**src/rtl/counter_pkg.sv**
```systemverilog
// Shared types for the push-button counter front end of the display decoder.
package counter_pkg;

    localparam int DATA_W = 5;

    typedef enum logic [1:0] {
        IDLE,
        HOLD,
        REPEAT
    } repeat_state_t;

endpackage

```
**src/rtl/counter_ctrl_btn_debounce.sv**
```systemverilog
// Per-button conditioning: inversion, 2-flop synchroniser, debounce and
// a one-cycle press pulse on each accepted released->pressed transition.
module btn_debounce #(
    parameter int DEBOUNCE_CYCLES = 50000
) (
    input  logic i_clk,
    input  logic i_rst,
    input  logic i_btn_n,
    output logic o_level,
    output logic o_press
);

    localparam int CW = $clog2(DEBOUNCE_CYCLES + 1);
    localparam logic [CW-1:0] LAST = CW'(DEBOUNCE_CYCLES - 1);

    logic          meta_q;
    logic          sync_q;
    logic [CW-1:0] cnt_q, cnt_d;
    logic          level_q, level_d;
    logic          press_q, press_d;

    always_comb begin
        cnt_d   = '0;
        level_d = level_q;
        press_d = 1'b0;
        if (sync_q != level_q) begin
            if (cnt_q == LAST) begin
                level_d = ~level_q;
                press_d = ~level_q;
            end else begin
                cnt_d = cnt_q + CW'(1);
            end
        end
    end

    always_ff @(posedge i_clk) begin
        if (i_rst) begin
            meta_q  <= 1'b0;
            sync_q  <= 1'b0;
            cnt_q   <= '0;
            level_q <= 1'b0;
            press_q <= 1'b0;
        end else begin
            meta_q  <= ~i_btn_n;
            sync_q  <= meta_q;
            cnt_q   <= cnt_d;
            level_q <= level_d;
            press_q <= press_d;
        end
    end

    assign o_level = level_q;
    assign o_press = press_q;

endmodule

```
**src/rtl/counter_ctrl.sv**
```systemverilog
// Three debounced keys drive a wrapping 5-bit up/down counter with
// hold-to-repeat on inc/dec and a BIN/DEC display mode toggle.
module counter_ctrl
    import counter_pkg::*;
#(
    parameter int DEBOUNCE_CYCLES = 50000,
    parameter int HOLD_CYCLES     = 25000000,
    parameter int REPEAT_CYCLES   = 5000000
) (
    input  logic              i_clk,
    input  logic              i_rst,
    input  logic              i_btn_inc,
    input  logic              i_btn_dec,
    input  logic              i_btn_mode,
    output logic [DATA_W-1:0] o_data,
    output logic              o_type
);

    localparam int TMAX = (HOLD_CYCLES > REPEAT_CYCLES) ? HOLD_CYCLES : REPEAT_CYCLES;
    localparam int CW   = $clog2(TMAX + 2);
    localparam logic [CW-1:0] HOLD_LAST =
        CW'((HOLD_CYCLES > 0) ? HOLD_CYCLES - 1 : 0);
    localparam logic [CW-1:0] REP_LAST =
        CW'((REPEAT_CYCLES > 0) ? REPEAT_CYCLES - 1 : 0);

    // index 0 = inc, 1 = dec
    logic [1:0]        lvl;
    logic [1:0]        prs;
    logic [1:0]        step;
    logic              mode_press;
    logic              unused_mode_level;

    repeat_state_t     st_q [2];
    repeat_state_t     st_d [2];
    logic [CW-1:0]     tm_q [2];
    logic [CW-1:0]     tm_d [2];

    logic [DATA_W-1:0] data_q, data_d;
    logic              type_q, type_d;

    btn_debounce #(.DEBOUNCE_CYCLES(DEBOUNCE_CYCLES)) u_inc (
        .i_clk   (i_clk),
        .i_rst   (i_rst),
        .i_btn_n (i_btn_inc),
        .o_level (lvl[0]),
        .o_press (prs[0])
    );

    btn_debounce #(.DEBOUNCE_CYCLES(DEBOUNCE_CYCLES)) u_dec (
        .i_clk   (i_clk),
        .i_rst   (i_rst),
        .i_btn_n (i_btn_dec),
        .o_level (lvl[1]),
        .o_press (prs[1])
    );

    btn_debounce #(.DEBOUNCE_CYCLES(DEBOUNCE_CYCLES)) u_mode (
        .i_clk   (i_clk),
        .i_rst   (i_rst),
        .i_btn_n (i_btn_mode),
        .o_level (unused_mode_level),
        .o_press (mode_press)
    );

    always_comb begin
        for (int i = 0; i < 2; i++) begin
            st_d[i] = st_q[i];
            tm_d[i] = '0;
            step[i] = 1'b0;
            unique case (st_q[i])
                IDLE: begin
                    if (prs[i]) begin
                        st_d[i] = HOLD;
                        step[i] = 1'b1;
                    end
                end
                HOLD: begin
                    if (!lvl[i]) begin
                        st_d[i] = IDLE;
                    end else if (HOLD_CYCLES != 0) begin
                        if (tm_q[i] == HOLD_LAST) begin
                            st_d[i] = REPEAT;
                            step[i] = 1'b1;
                        end else begin
                            tm_d[i] = tm_q[i] + CW'(1);
                        end
                    end
                end
                REPEAT: begin
                    if (!lvl[i]) begin
                        st_d[i] = IDLE;
                    end else if (tm_q[i] == REP_LAST) begin
                        step[i] = 1'b1;
                    end else begin
                        tm_d[i] = tm_q[i] + CW'(1);
                    end
                end
                default: st_d[i] = IDLE;
            endcase
        end
    end

    // Opposing steps in the same cycle cancel out.
    always_comb begin
        data_d = data_q;
        if (step[0] && !step[1]) begin
            data_d = data_q + DATA_W'(1);
        end else if (step[1] && !step[0]) begin
            data_d = data_q - DATA_W'(1);
        end
        type_d = type_q ^ mode_press;
    end

    always_ff @(posedge i_clk) begin
        if (i_rst) begin
            for (int i = 0; i < 2; i++) begin
                st_q[i] <= IDLE;
                tm_q[i] <= '0;
            end
            data_q <= '0;
            type_q <= 1'b0;
        end else begin
            for (int i = 0; i < 2; i++) begin
                st_q[i] <= st_d[i];
                tm_q[i] <= tm_d[i];
            end
            data_q <= data_d;
            type_q <= type_d;
        end
    end

    assign o_data = data_q;
    assign o_type = type_q;

endmodule

```
**config.mk**
```make
export PLATFORM = sky130hd
export DESIGN_NAME = counter_ctrl
export DESIGN_NICKNAME = d
export VERILOG_FILES = /design/src/rtl/counter_pkg.sv /design/src/rtl/counter_ctrl_btn_debounce.sv /design/src/rtl/counter_ctrl.sv
export SDC_FILE = /design/constraint.sdc
export NUM_CORES = 1
export LEC_CHECK = 0
export ABC_AREA = 1
export BUFFER_PORTS_ARGS = -buffer_cell sky130_fd_sc_hd__buf_2
export CAP_MARGIN = 10
export CORE_MARGIN = 1.5
export CORE_UTILIZATION = 40
export CTS_BUF_LIST = sky130_fd_sc_hd__clkbuf_8
export CTS_CLUSTER_SIZE = 30
export DETAILED_ROUTE_END_ITERATION = 16
export SLEW_MARGIN = 20
export SYNTH_ARGS = -nofsm -noshare
export SYNTH_HDL_FRONTEND = slang
export SYNTH_HIERARCHICAL = 1
export SYNTH_SLANG_ARGS = --single-unit
```
**constraint.sdc**
```tcl
create_clock -name i_clk -period 3.2 [get_ports i_clk]
set_input_delay 0.64 -clock i_clk [delete_from_list [all_inputs] [get_ports i_clk]]
set_output_delay 0.64 -clock i_clk [all_outputs]
set_load 0.03 [all_outputs]
```
* Yosys cells after proc, flatten, opt, wreduce, memory -nomap -nowiden
Memory sizes are Yosys's and may differ from the RTL's.
Index checks and enable logic that the tools add are counted.
** Word-level totals
- Register bits after elaboration :: 66
- Memory bits (writable) :: 54
- Word-level logic and storage cells :: 114
- Memories :: 2
** Operators by class
- Add/sub/neg operators :: 7
- Equal/unequal tests :: 14
- Multiplexer cells :: 41
- Bitwise gates (word level) :: 17
- Reduce and logical (&&, ||, !) cells :: 16
** Memory list
- tm_q :: depth 2, bits a word 25, read ports 2, clocked after Yosys merged registers in 0, write ports 2, RTL line counter_ctrl.sv:35 : logic [CW-1:0] tm_q [2];
- st_q :: depth 2, bits a word 2, read ports 2, clocked after Yosys merged registers in 0, write ports 2, RTL line counter_ctrl.sv:33 : repeat_state_t st_q [2];
** Operator list (count)
- $mux W25 :: 10
- $pmux W25 S2 :: 2
- $add A25 B1 Y25 const B :: 2
- $eq A25 B23 Y1 const B :: 2
- $eq A25 B25 Y1 const B :: 2
- $add A16 B1 Y16 const B :: 3
- $eq A16 B16 Y1 const B :: 3
- $mux W2 :: 10
- $reduce_or A3 Y1 :: 6
- $mux W1 :: 13
- $not A1 Y1 :: 12
- $pmux W2 S3 :: 2
- $mux W5 :: 2
- $pmux W1 S3 :: 2
- $reduce_and A2 Y1 :: 3
- $add A5 B1 Y5 const B :: 1
- $sub A5 B1 Y5 const B :: 1
- $eq A2 B1 Y1 const B :: 2
- $eq A2 B2 Y1 const B :: 2
- $logic_not A2 Y1 :: 2
- $or A1 B1 Y1 :: 4
- $ne A1 B1 Y1 :: 3
- $logic_and A1 B1 Y1 :: 2
- $logic_not A1 Y1 :: 2
- other kinds (2) :: 2

* Longest topological paths before layout
- Word-level depth :: 8
- Mapped depth :: 20
- Gate-level depth less buffers :: 20

* By module
The synthesis kept the hierarchy.
** Modules (own cells, without submodules)
- counter_ctrl :: instances 1, cells each 488, area an instance 3439.5 µm², seq. area each 1201.2 µm²
- btn_debounce :: instances 3, cells each 156, area an instance 1009.7 µm², seq. area each 400.4 µm²

* Worst setup path before layout
Ideal clock, no wire load.
- Path type :: reg-to-reg
- From :: memory tm_q[0][0] (netlist bit)
- To :: register data_q[4], in the netlist o_data[4]
- Arrival time :: 2.321 ns
- Setup slack :: 0.766 ns
- Cell stages (with the launch flop) :: 19
- Clock period less this slack :: 2.434 ns
- Path through :: dfxtp_1 -> ha_1 -> nand3_2 -> nor2_4 -> inv_2 -> nor2_2 -> nand2_1 -> nand2_1 -> nand3_1 -> a21oi_1 -> ha_1 -> inv_1 -> fa_1 -> nand3_1 -> nand2_1 -> a21oi_1 -> o21ai_0 -> nor2_1 -> nor2_1
** RTL lines
- start: declaration :: RTL line counter_ctrl.sv:35
- end signal: assignment :: RTL line counter_ctrl.sv:127 : data_q <= data_d;
- end: declaration :: RTL line counter_ctrl.sv:38 : logic [DATA_W-1:0] data_q, data_d;

==> qor.txt <==
CLOCK TREE
-------------------------------------------------------------------------------
H-Tree Depth                                                                  4
Worst-skew pair later-pin latency                                       0.44 ns
Maximum number of buffers from clock root to sink                             2
Clock transition at the registers of the reported paths                 0.07 ns
Number of gates resized after cts                                             0
Hold_buf cts                                                                  0
TritonCTS clock tree                                                        yes
Count of buffers added by post-CTS timing repair for setup                    0
Number of CTS-inserted buffers                                               17
Clock Sinks                                                                 120
Clock root buffer master                                           sky130_fd_sc_hd__clkbuf_8

WORST SETUP PATH
-------------------------------------------------------------------------------
Element type at the critical path end                                  register
Worst Path Arrival                                                      3.04 ns
Master of the slowest instance on the critical path                sky130_fd_sc_hd__fa_1
Worst path most repeated cell                                      sky130_fd_sc_hd__nand2_1
Endpoint required time on the critical path                             3.53 ns
Critical path type                                                      reg2reg
Sequence of cells on the critical path                             ha_1 > nand3_2 > nor2_4 > inv_2 > nor2_2 > nand2_1 > nand2_1 > nand3_1 > a21oi_1 > ha_1 > inv_1 > fa_1 > nand3_1 > nand2_1 > o21ai_0 > nand2_1 > nand2_1 > nor2_1
Startpoint type of the worst setup path                                register
Critical Path Max Stage Delay                                           0.41 ns
Highest net fanout along the worst path                                       6

GRT
-------------------------------------------------------------------------------
Peak-usage layer in the global routing report                              met2
GRT Total Usage                                                           16.1%
Initial antenna violation count                                               0
Met2 track demand over resource in global routing                         24.8%
Global-route wire length before repair                                  22.1 mm
Number of global-route vias before repair                                  4992
Met1 capacity usage during global routing                                 21.6%
Maximum number of pins on one net before global-route repair                 26
Met3 track demand over resource                                           4.92%
Global route total overflow                                                   0

FLOORPLAN
-------------------------------------------------------------------------------
Count of standard-cell rows                                                  46
Die width                                                           130 microns
Total die area                                                     0.0169 sq mm
DIE HEIGHT                                                          130 microns
Number of top-level pins                                                     11
Starting Density                                                          40.9%
Area of the placeable core                                         0.0158 sq mm

ROUTE
-------------------------------------------------------------------------------
Post-Route WL                                                           12.6 mm
Remaining antenna violation count                                             0
Detailed-routing iteration count for the pre-antenna-repair pass              5
Via-per-instance ratio                                                     4.53
Routed len/inst                                                    10.4 microns
Remaining DRCs                                                                0
Via count of the routed design                                             5453
Number of DRC markers after the initial detailed-route iteration            302

LOGIC SYNTHESIS
-------------------------------------------------------------------------------
Number of nets produced by synthesis                                        979
Compound-gate portion of the synthesized area                             3.44%
Count of cell types in the netlist                                           33
Post-synth top area share                                                 37.1%
Fraction of the mapped netlist area in simple logic gates                 39.8%
Syn. warnings                                                                 6
Post-synth design cell area                                        0.00647 sq mm
Largest family of logic cells by synthesized area                  simple AND/OR/NAND/NOR gates
Proportion of synthesized chip area in sequential cells                   37.1%
Yosys reg bits                                                              120
Gate Count Post-Synth                                                       956
Adder and majority gate portion of the synthesized area                   3.60%
Average cell area after synthesis                                    6.77 sq um
Fraction of synthesized cell area in xor and xnor cells                   7.72%
Cell type with the highest aggregate area in the netlist           sky130_fd_sc_hd__dfxtp_1
Synth area leaders                                                 sky130_fd_sc_hd__dfxtp_1 (37%), sky130_fd_sc_hd__nor2_1 (13%), sky130_fd_sc_hd__nand2_1 (13%)
Fraction of synthesized area in multiplexers                                 0%

CELLS AND AREA
-------------------------------------------------------------------------------
Area Overhead vs Synth                                                    9.98%
Layout net count                                                            998
Fraction of layout instances using a drive strength above 1               8.60%
Most common cell after layout, fill and taps aside                 sky130_fd_sc_hd__nor2_1
Final std cell area, no fill                                       0.00711 sq mm
Diodes inserted                                                               0
Commonest non-fill, non-tap cells in the layout                    sky130_fd_sc_hd__nor2_1 (225), sky130_fd_sc_hd__nand2_1 (222), sky130_fd_sc_hd__dfxtp_1 (120), sky130_fd_sc_hd__inv_1 (115), sky130_fd_sc_hd__nand3_1 (58)

POWER AND IR DROP
-------------------------------------------------------------------------------
Worst ir drop on vdd                                                     288 uV
Power density normalized to cell area                               418 mW/mm^2
Lkg Pwr                                                                 2.56 nW

STA
-------------------------------------------------------------------------------
Max-slew violations                                                           0
Unrepaired setup endpoints after global routing                           false
Fin Setup TNS                                                              0 ns
Clock Skew                                                            0.0111 ns
Count of endpoints failing hold in the final timing report                    0
Hold Slack                                                             0.346 ns
Worst slew margin                                                         48.0%
Achievable Freq                                                         368 MHz
Transition time of the tightest slew-check pin                         0.777 ns
Number of setup violations in the final report                                0
Min cycle time layout                                                   2.71 ns
Share of the clock period used by the worst path                          84.8%

PLACED DESIGN
-------------------------------------------------------------------------------
GP Congestion                                                             0.813
Area after detailed placement                                      0.00669 sq mm
Count of buffers from port buffering                                         10
HPWL after detailed placement                                           9.06 mm

FLOW RUN
-------------------------------------------------------------------------------
Number of maximum-capacitance violations                                      0

RUN STATUS
-------------------------------------------------------------------------------
Result of the run                                                  complete, no violations

WORST HOLD PATH
-------------------------------------------------------------------------------
Min-Delay Path Class                                                     in2reg

metal layers:
layer | part of all wire, % | vias up
met5 | 0 | -
met4 | 1.3 | 0
met3 | 4.2 | 12
met2 | 42 | 74
met1 | 52 | 2365
li1 | - | 3002
per-stage QoR:
step                power, mW  std cells  utilization (%)  worst slack (ns)
global placement         1.56       1172             42.3             0.592
detailed placement       1.56       1172             42.3             0.483
CTS                      3.03       1204             44.9             0.457
floorplan                1.55        956                -             0.766
finish                   2.98       1204             44.9             0.486
global route             3.10       1204             44.9             0.129
power breakdown:
group / total [mW] / switching (mW) / internal, mW
registers: 1.50 / 0.00232 / 1.50
logic: 0.0234 / 0.0170 / 0.00641
clock network: 1.45 / 0.625 / 0.828
total: 2.98 / 0.645 / 2.33
synth_stat cells:
| cell | n |
|---|---|
| sky130_fd_sc_hd__a21o_1 | 1 |
| sky130_fd_sc_hd__a21oi_1 | 24 |
| sky130_fd_sc_hd__and2_1 | 1 |
| sky130_fd_sc_hd__buf_12 | 1 |
| sky130_fd_sc_hd__buf_2 | 3 |
| sky130_fd_sc_hd__buf_4 | 1 |
| sky130_fd_sc_hd__buf_6 | 5 |
| sky130_fd_sc_hd__clkinv_1 | 1 |
| sky130_fd_sc_hd__dfxtp_1 | 120 |
| sky130_fd_sc_hd__fa_1 | 1 |
| sky130_fd_sc_hd__ha_1 | 17 |
| sky130_fd_sc_hd__inv_1 | 114 |
| sky130_fd_sc_hd__inv_2 | 2 |
| sky130_fd_sc_hd__nand2_1 | 222 |
| sky130_fd_sc_hd__nand2_2 | 6 |
| sky130_fd_sc_hd__nand2_4 | 2 |
| sky130_fd_sc_hd__nand2_8 | 1 |
| sky130_fd_sc_hd__nand3_1 | 58 |
| sky130_fd_sc_hd__nand3_2 | 4 |
| sky130_fd_sc_hd__nand3_4 | 1 |
| sky130_fd_sc_hd__nand3b_1 | 2 |
| sky130_fd_sc_hd__nand4_1 | 24 |
| sky130_fd_sc_hd__nand4_2 | 1 |
| sky130_fd_sc_hd__nor2_1 | 225 |
| sky130_fd_sc_hd__nor2_2 | 23 |
| sky130_fd_sc_hd__nor2_4 | 2 |
| sky130_fd_sc_hd__nor3_1 | 17 |
| sky130_fd_sc_hd__nor3_4 | 2 |
| sky130_fd_sc_hd__o21ai_0 | 16 |
| sky130_fd_sc_hd__o21bai_1 | 1 |
| sky130_fd_sc_hd__o31ai_1 | 1 |
| sky130_fd_sc_hd__xnor2_1 | 13 |
| sky130_fd_sc_hd__xor2_1 | 44 |
sequential cells by signal (all words and copies together), names as in the netlist, 4 cells and up:
| register | count |
|---|---|
| tm_q | 50 |
| u_mode/cnt_q | 16 |
| o_data | 5 |
| u_dec/cnt_q | 16 |
| st_q | 4 |
| u_inc/cnt_q | 16 |
worst max-delay path: cells and delay by family (launching register included):
kind | cells | cell delay, ns
compound gates | 2 | 0.35
fa+ha+maj | 3 | 0.79
buf+inv | 2 | 0.15
flops | 1 | 0.35
simple gates | 11 | 0.97
final cells by class:
cell class	instances	area (sq um)
Fill cell	1668	8710
Multi-Input combinational cell	709	3530
Inverter	117	439
Clock buffer	20	275
Sequential cell	120	2400
Timing Repair Buffer	10	50.0
Clock inverter	12	149
Tap cell	216	270
path summary, 6_finish.rpt:
path | cells after the start | endpoint | slack, ns | start
max | 18 | o_data[4]$_SDFFE_PP0P_ | 0.49 | tm_q[0][0]$_SDFF_PP0_
min | 2 | u_mode/meta_q$_SDFF_PP0_ | 0.35 | i_btn_mode
max reg2reg | 18 | o_data[4]$_SDFFE_PP0P_ | 0.49 | tm_q[0][0]$_SDFF_PP0_
min reg2reg | 2 | u_mode/sync_q$_SDFF_PP0_ | 0.41 | u_mode/meta_q$_SDFF_PP0_
cell families (layout without fill, tap and decap cells):
kind of cell,count (synthesis),count (layout)
buffers and inverters,127,159
AO/OA/AOI/OAI,43,43
AND/OR/NAND/NOR,591,591
flip-flops,120,120
XOR/XNOR,57,57
adder cells (fa/ha/maj),18,18
(Power assumes the default switching activity.)
